**src/rtl/mem_access_pkg.sv**
```systemverilog
// mem_access_pkg: shared encodings and defaults for the memory access unit
package mem_access_pkg;
  localparam int MEM_LATENCY_DEF = 2;
  typedef enum logic [1:0] {
    SZ_WORD = 2'b00,
    SZ_HALF = 2'b01,
    SZ_BYTE = 2'b10,
    SZ_RSVD = 2'b11
  } size_e;
  typedef enum logic [1:0] {IDLE, RD_WAIT, WRITE, DONE} state_e;
endpackage

```
**src/rtl/lane_unit.sv**
```systemverilog
// lane_unit: little-endian lane extraction (zero-extended) and sub-word merge
module lane_unit import mem_access_pkg::*; (
  input  logic [31:0] word,
  input  logic [1:0]  addr,
  input  logic [1:0]  size,
  input  logic [31:0] wdata,
  output logic [31:0] extract,
  output logic [31:0] merged
);
  logic [4:0]  sh;
  logic [31:0] m;
  always_comb begin
    sh = size == SZ_BYTE ? {addr, 3'b000} : size == SZ_HALF ? {addr[1], 4'b0000} : 5'd0;
    m = size == SZ_BYTE ? 32'h0000_00ff : size == SZ_HALF ? 32'h0000_ffff : 32'hffff_ffff;
    extract = (word >> sh) & m;
    merged = (word & ~(m << sh)) | ((wdata & m) << sh);
  end
endmodule

```
**src/rtl/mem_access_unit.sv**
```systemverilog
// mem_access_unit: req/done load/store responder with read-modify-write sub-word stores
module mem_access_unit import mem_access_pkg::*; #(
  parameter int MEM_LATENCY = MEM_LATENCY_DEF
) (
  input  logic        clk,
  input  logic        reset,
  input  logic        req,
  input  logic        we_req,
  input  logic [1:0]  size,
  input  logic [31:0] addr,
  input  logic [31:0] wdata,
  output logic        busy,
  output logic        done,
  output logic        err,
  output logic [31:0] rdata,
  output logic [31:0] mem_addr,
  output logic        mem_wr,
  output logic [31:0] mem_wdata,
  input  logic [31:0] mem_rdata
);
  localparam int CW = MEM_LATENCY > 1 ? $clog2(MEM_LATENCY + 1) : 1;
  state_e      state_q, state_d;
  logic [CW-1:0] cnt_q, cnt_d;
  logic        we_q, we_d, busy_q, busy_d, done_q, done_d, err_q, err_d, mem_wr_q, mem_wr_d;
  logic [1:0]  size_q, size_d, off_q, off_d;
  logic [31:0] wdata_q, wdata_d, rdata_q, rdata_d, mem_addr_q, mem_addr_d, mem_wdata_q, mem_wdata_d;
  logic [31:0] extract, merged;
  logic        bad;
  lane_unit u_lane (
    .word(mem_rdata),
    .addr(off_q),
    .size(size_q),
    .wdata(wdata_q),
    .extract(extract),
    .merged(merged)
  );
  assign bad = size == SZ_RSVD || (size == SZ_HALF && addr[0]) || (size == SZ_WORD && |addr[1:0]);
  always_comb begin
    state_d = state_q;
    cnt_d = cnt_q;
    we_d = we_q;
    size_d = size_q;
    off_d = off_q;
    wdata_d = wdata_q;
    busy_d = busy_q;
    done_d = 1'b0;
    err_d = 1'b0;
    rdata_d = rdata_q;
    mem_addr_d = mem_addr_q;
    mem_wr_d = 1'b0;
    mem_wdata_d = mem_wdata_q;
    case (state_q)
      IDLE: if (req) begin
        we_d = we_req;
        size_d = size;
        off_d = addr[1:0];
        wdata_d = wdata;
        mem_addr_d = {addr[31:2], 2'b00};
        busy_d = 1'b1;
        if (bad) begin
          state_d = DONE;
          done_d = 1'b1;
          err_d = 1'b1;
        end else if (we_req && size == SZ_WORD) begin
          state_d = WRITE;
          mem_wr_d = 1'b1;
          mem_wdata_d = wdata;
        end else begin
          state_d = RD_WAIT;
          cnt_d = CW'(MEM_LATENCY - 1);
        end
      end
      RD_WAIT: if (|cnt_q) cnt_d = cnt_q - CW'(1);
      else if (we_q) begin
        state_d = WRITE;
        mem_wr_d = 1'b1;
        mem_wdata_d = merged;
      end else begin
        state_d = DONE;
        done_d = 1'b1;
        rdata_d = extract;
      end
      WRITE: begin
        state_d = DONE;
        done_d = 1'b1;
      end
      DONE: begin
        state_d = IDLE;
        busy_d = 1'b0;
      end
    endcase
  end
  always_ff @(posedge clk) begin
    if (reset) begin
      state_q <= IDLE;
      cnt_q <= '0;
      we_q <= 1'b0;
      size_q <= 2'b00;
      off_q <= 2'b00;
      wdata_q <= '0;
      busy_q <= 1'b0;
      done_q <= 1'b0;
      err_q <= 1'b0;
      rdata_q <= '0;
      mem_addr_q <= '0;
      mem_wr_q <= 1'b0;
      mem_wdata_q <= '0;
    end else begin
      state_q <= state_d;
      cnt_q <= cnt_d;
      we_q <= we_d;
      size_q <= size_d;
      off_q <= off_d;
      wdata_q <= wdata_d;
      busy_q <= busy_d;
      done_q <= done_d;
      err_q <= err_d;
      rdata_q <= rdata_d;
      mem_addr_q <= mem_addr_d;
      mem_wr_q <= mem_wr_d;
      mem_wdata_q <= mem_wdata_d;
    end
  end
  assign busy = busy_q;
  assign done = done_q;
  assign err = err_q;
  assign rdata = rdata_q;
  assign mem_addr = mem_addr_q;
  assign mem_wr = mem_wr_q;
  assign mem_wdata = mem_wdata_q;
endmodule

```
**config.mk**
```make
export PLATFORM = sky130hd
export DESIGN_NAME = mem_access_unit
export DESIGN_NICKNAME = d
export VERILOG_FILES = /design/src/rtl/mem_access_pkg.sv /design/src/rtl/lane_unit.sv /design/src/rtl/mem_access_unit.sv
export SDC_FILE = /design/constraint.sdc
export NUM_CORES = 1
export LEC_CHECK = 0
export BUFFER_PORTS_ARGS = -buffer_cell sky130_fd_sc_hd__buf_2
export CAP_MARGIN = 20
export CORE_AREA = 2 2 153 155
export CTS_CLUSTER_SIZE = 16
export DETAILED_ROUTE_END_ITERATION = 16
export DIE_AREA = 0 0 155 157
export PLACE_DENSITY = 0.51
export SLEW_MARGIN = 20
export SYNTH_ARGS = -nofsm -noshare
export SYNTH_HDL_FRONTEND = slang
export SYNTH_SLANG_ARGS = --single-unit
export TNS_END_PERCENT = 100
```
**constraint.sdc**
```tcl
create_clock -name clk -period 2.6 [get_ports clk]
set_input_delay 0.39 -clock clk [delete_from_list [all_inputs] [get_ports clk]]
set_output_delay 0.39 -clock clk [all_outputs]
set_load 0.03 [all_outputs]
```
# After elaboration in Yosys (flattened, before gate mapping)
# Index checks and enable logic that the tools add are counted.
[op_classes]
n_reduce_logical = 18
addsub = 1
n_eq_ne = 14
muxes = 34
n_bitwise = 8
n_shift = 3
[op_table]
columns = ["cell", "count"]
rows = [
  ["32-bit two-way mux", 7],
  ["32-bit bitwise AND", 3],
  ["32-bit one-hot mux with 2 select lines", 1],
  ["32-bit by 5-bit left shift with 32-bit output", 2],
  ["32-bit NOT", 1],
  ["32-bit OR", 1],
  ["32-bit by 5-bit >> shifter with 32-bit output", 1],
  ["2-bit two-way mux", 8],
  ["2-bit inequality test (second input constant)", 7],
  ["1-bit two-way mux", 11],
  ["5-bit two-way mux", 2],
  ["2-bit equality test (second input constant)", 4],
  ["2-bit one-hot mux with 4 select lines", 1],
  ["2-bit by 1-bit equality test with 1-bit output (second input constant)", 3],
  ["2-bit AND reduction", 3],
  ["6-bit AND reduction", 1],
  ["2-bit OR reduction", 3],
  ["5-bit AND reduction", 1],
  ["2-bit zero test", 2],
  ["1-bit one-hot mux with 2 select lines", 2],
  ["2-bit one-hot mux with 2 select lines", 1],
  ["2-bit nonzero test", 2],
  ["1-bit logical AND", 3],
  ["1-bit NOT", 3],
  ["4 further kinds", 5],
]
[word_totals]
elab_cells = 91
ff_bits = 139

# Depth between registers and ports, before layout
[depth]
ltp_word = 10
mapped_depth = 9
depth_no_buf = 6

# Cells and area by module
# Synthesis repeated with hierarchy kept, for this count alone.
[unflattened]
hier_cells = 847
area_unflattened_um2 = 7005.5
[by_module_without_submodules]
columns = ["mod", "area_each_um2", "cells_per_inst", "n_inst"]
rows = [
  ["mem_access_unit", 5591.6, 644, 1],
  ["lane_unit", 1413.9, 203, 1],
]

# Least setup slack after synthesis
# OpenSTA, ideal clock, no wires.
[synth_path]
kind = "flip-flop to flip-flop"
from = "register size_q[0]"
to = "register rdata_q[20], in the netlist rdata[20]"
t_arrival_ps = 1766
required_time_ps = 2530
setup_slack_ps = 763
synth_period_minus_slack_ps = 1837
path_stages_with_launch = 9
cell_sequence = "dfxtp_1 > inv_1 > ha_1 > buf_2 > clkbuf_1 > buf_2 > nand2_1 > a211o_1 > a21oi_1"
[synth_via]
elab_chain_len = 5
word_cells_on_any_way = 8
classes_between = "eq/ne (2); shift (1); mux (4); bitwise (1)"
[synth_rtl]
columns = ["element", "line", "text"]
rows = [
  ["from (decl)", "mem_access_unit.sv:25", "logic [1:0] size_q, size_d, off_q, off_d;"],
  ["from (signal assigned)", "mem_access_unit.sv:112", "size_q <= size_d;"],
  ["2-bit by 1-bit equality test with 1-bit output", "lane_unit.sv:13, lane_unit.sv:14", ""],
  ["5-bit two-way mux (2 in a row)", "lane_unit.sv:13", "sh = size == SZ_BYTE ? {addr, 3'b000} : size == SZ_HALF ? {addr[1], 4'b0000} : 5'd0;"],
  ["32-bit by 5-bit >> shifter with 32-bit output", "lane_unit.sv:15", "extract = (word >> sh) & m;"],
  ["32-bit bitwise AND (*)", "lane_unit.sv:15", ""],
  ["to (signal assigned)", "mem_access_unit.sv:118", "rdata_q <= rdata_d;"],
  ["to (decl)", "mem_access_unit.sv:26", "logic [31:0] wdata_q, wdata_d, rdata_q, rdata_d, mem_addr_q, mem_addr_d, mem_wdata_q, mem_wdata_d;"],
]
# Every way passes the cells marked *; elsewhere a longest branch is shown, timed or not.
# A chain may end at the register's enable or synchronous reset.

# Final worst setup path
[layout_path]
from = "register size_q[0]"
to = "register mem_wdata_q[28], in the netlist mem_wdata[28]"
[layout_via]
elab_chain_len = 10
word_cells_on_any_way = 15
classes_between = "eq/ne (2); shift (2); mux (7); bitwise (4)"
[layout_rtl]
columns = ["element", "line", "text"]
rows = [
  ["2-bit by 1-bit equality test with 1-bit output", "lane_unit.sv:13, lane_unit.sv:14", ""],
  ["32-bit two-way mux or 5-bit two-way mux (tied branches) (2 in a row)", "lane_unit.sv:14, lane_unit.sv:13", ""],
  ["32-bit by 5-bit left shift with 32-bit output", "lane_unit.sv:16", "merged = (word & ~(m << sh)) | ((wdata & m) << sh);"],
  ["32-bit NOT", "lane_unit.sv:16", ""],
  ["32-bit bitwise AND", "lane_unit.sv:16", ""],
  ["32-bit OR (*)", "lane_unit.sv:16", ""],
  ["32-bit two-way mux (*)", "mem_access_unit.sv:74", "else if (we_q) begin"],
  ["32-bit two-way mux (*)", "mem_access_unit.sv:73", "RD_WAIT: if (|cnt_q) cnt_d = cnt_q - CW'(1);"],
  ["32-bit one-hot mux with 2 select lines (*)", "mem_access_unit.sv:52", "case (state_q)"],
  ["to (signal assigned)", "mem_access_unit.sv:121", "mem_wdata_q <= mem_wdata_d;"],
  ["to (decl)", "mem_access_unit.sv:26", ""],
]
# Every way passes the cells marked *; elsewhere a longest branch is shown, timed or not. The select of a mux whose other input is x is not followed.

==> impl_metrics.csv <==
group,metric,value,unit
status,status,"completed",
worst_setup_path,cp_slowest_cell,"ha_1",
final_layout,fill_cells,2391,
synthesis,ys_top_cells_by_count,"202 x nand2_1, 139 x dfxtp_1, 96 x a21oi_1",
power_and_ir_drop,p_seq_share,31.0,%
worst_setup_path,cp_common_cell,"a221oi_1",
cts,cts_tree,"yes",
cts,cts_max_level,4,
timing,final.min_clock_period,2.35,ns
cts,ctsHoldBuffers,0,
cts,cts.clk_slew.worst_paths,0.06,ns
worst_setup_path,critical_path_class,"flip-flop to flip-flop",
global_routing,grt.overflow.total,0,
synthesis,synth.largest_area_cell,"dfxtp_1",
synthesis,postSynthAreaPerCell,7.97,um^2
power_and_ir_drop,leakagePower,0.00357,uW
cts,clock_sinks,139,
worst_setup_path,path_delay_family,"compound AO/OA/AOI/OAI gates",
timing,relSlewSlack,40.9,%
power_and_ir_drop,ir_drop,0.548,mV
die,fp.dieArea,24300,um^2
synthesis,ys_top_cells_by_area,"dfxtp_1 41%, nand2_1 11%, a21oi_1 7.2%",
worst_hold_path,hp-class,"input port to flip-flop",
die,ios,202,
place,place_congestion,0.849,
timing,slew_violations,0,
worst_setup_path,crit_buf_inv,2,
cts,cts_buffers,17,
routing,dr.pass1.iters,5,
cts,cts.path.max_buffers,2,
global_routing,grt_max_degree,50,
cts,root_buffer,"clkbuf_16",
timing,grt_setup_unrepaired,"no",
final_layout,fin_nets,1122,
worst_setup_path,cp-start-kind,"flip-flop",
cts,clock_latency,0.42,ns
worst_setup_path,critPathArrivalTime,2.68,ns
power_and_ir_drop,internal-power,5590,uW
final_layout,multi_input_area,3480,um^2
synthesis,yosysWarnings,0,
place,placed_area,7990,um^2
global_routing,grt_pass1_vias,6443,
global_routing,antenna_found_initial,0,
power_and_ir_drop,sw_frac_of_total,42.3,%
synthesis,syn-cell-area,6710,um^2
final_layout,layout-area-overhead-vs-synth,28.4,%
routing,ant_nets,0,
place,io_buffers,199,
timing,max_freq,0.425,GHz
die,die_y,157,um
power_and_ir_drop,switching_power,4100,uW
final_layout,seq_area,2780,um^2
synthesis,synth_async_sr_flop_share,0,%
worst_setup_path,max_stage_delay,0.56,ns
power_and_ir_drop,power,9690,uW
synthesis,synth_top_flop_cell,"dfxtp_1",
final_layout,stdcell_area,8610,um^2
synthesis,synth-seq-cells,139,
timing,fin_skew,0.00701,ns
final_layout,antenna_cells,0,
routing,avgViaCountPerCell,5.24,
synthesis,synth_edf_count,0,
routing,drt_iter0_drc,518,
die,row_count,55,
worst_setup_path,cp_max_fo,14,
cts,cts_resized,0,
die,die_w,155,um
power_and_ir_drop,clkPwrFrac,26.5,%
worst_setup_path,cp-end-kind,"flip-flop",
synthesis,yosysTopAreaCellShare,41.5,%
place,place_hpwl,18.4,mm
synthesis,synth.most_common_cell,"nand2_1",
timing,fin_crit_sh,90.4,%
die,core-area,22500,um^2
routing,wire_per_inst,19.1,um
routing,wirelength,25.0,mm
run,maxCapViolations,0,
final_layout,drive_above_1_share,28.8,%
timing,tightestPinTransition,0.884,ns
routing,vias,6859,
die,start_util,29.8,%
worst_setup_path,crit_required,2.92,ns
worst_setup_path,path_cells,"inv_1 > ha_1 > buf_4 > nand4_1 > a221oi_1 > a221oi_1 > o32ai_1",
routing,drc_errors,0,
power_and_ir_drop,pwr-share-comb,42.5,%
cts,cts_setup_buffers,0,
synthesis,ys_seq_area_share,41.5,%
global_routing,grt_pass1_wl,38.0,mm
synthesis,ys_types,59,
timing,setup_viol,0,
global_routing,grtUsageTotal,20.4,%
timing,hold_viol,0,
power_and_ir_drop,cellPowerDensity,1130,nW/um^2
synthesis,synthCells,842,
timing,setup_tns,0,ns
[flip-flops by register name, summed over array words and instances (netlist names), 2 cells and up]
register,flops
mem_addr,30
mem_wdata,32
cnt_q,2
wdata_q,32
size_q,2
rdata,32
off_q,2
state_q,2
[worst min-delay path: stages]
cell,delay [ns]
buf_2,0.09
nand2_1,0.04
a21oi_1,0.05
[path summary, 6_finish.rpt]
path / startpoint / endpoint / slack [ns] / cells after the start
hold / removal: addr[20] / mem_addr[20] / 0.20 / 3
hold reg to reg: rdata[27] / rdata[27] / 0.45 / 2
setup / recovery: size_q[0] / mem_wdata[28] / 0.25 / 7
setup reg to reg: size_q[0] / mem_wdata[28] / 0.25 / 7
[power groups by stage]
stage	sequential (uW)	combinational [uW]	clock [uW]
6_report	3000	4120	2570
5_1_grt	3060	4500	2730
4_1_cts	3000	4150	2620
3_5_place_dp	3040	4130	0
3_3_place_gp	3040	4130	0
2_1_floorplan	3710	2100	0
[per-stage QoR]
| stage | worst slack, ns | cells | hold WS, ns | util [%] |
|---|---|---|---|---|
| floorplan | 0.763 | 843 | 0.432 | - |
| global placement | 0.333 | 1279 | 0.438 | 35.5 |
| detailed placement | 0.356 | 1279 | 0.442 | 35.5 |
| CTS | 0.325 | 1310 | 0.181 | 38.3 |
| global route | 0.0645 | 1310 | 0.188 | 38.3 |
| finish | 0.249 | 1310 | 0.200 | 38.3 |
[cell families after synthesis]
kind of cell | Yosys count | share of synthesized area (%)
flip-flops | 139 | 41.5
multiplexers | 17 | 4.18
buffers and inverters | 106 | 6.77
AO/OA/AOI/OAI | 236 | 23.4
AND/OR/NAND/NOR | 336 | 22.8
other | 1 | 0.0559
adder cells (fa/ha/maj) | 7 | 1.31
[layout by cell type, fill, tap and decap left out, drive strengths merged, types with 2 or more instances in the layout]
cell type,instances
clkbuf,22
o2111ai,8
nor3,4
mux2,8
nor2b,6
or2,9
a31o,2
ha,7
nor4bb,6
nor2,42
nand2b,4
a22o,11
o311ai,2
mux4,8
dfxtp,139
clkinv,2
buf,226
a221oi,13
o21ai,24
nand3,27
nand2,203
bufinv,3
inv,31
nand4,14
o211ai,11
a21oi,98
clkinvlp,4
a31oi,12
a22oi,8
and2,6
conb,2
o2bb2ai,6
a211oi,5
and3,3
o32ai,13
a211o,8
nand3b,7
a32o,9
[final cells by class]
class / instances / share of cell area [%]
Inverter: 31 / 1.35
Tap cell: 285 / 4.14
Sequential cell: 139 / 32.3
Timing Repair Buffer: 226 / 14.5
Multi-Input combinational cell: 598 / 40.4
Clock inverter: 9 / 1.60
Clock buffer: 22 / 5.62
[metal layers]
layer	up-vias	part of all wire (%)	GRT usage, %
li1	3311	-	-
met1	3260	48	28.8
met2	259	44	31.0
met3	29	6.3	4.32
met4	0	2.0	6.53
met5	-	0	0
Power figures use the tool's default switching activity.
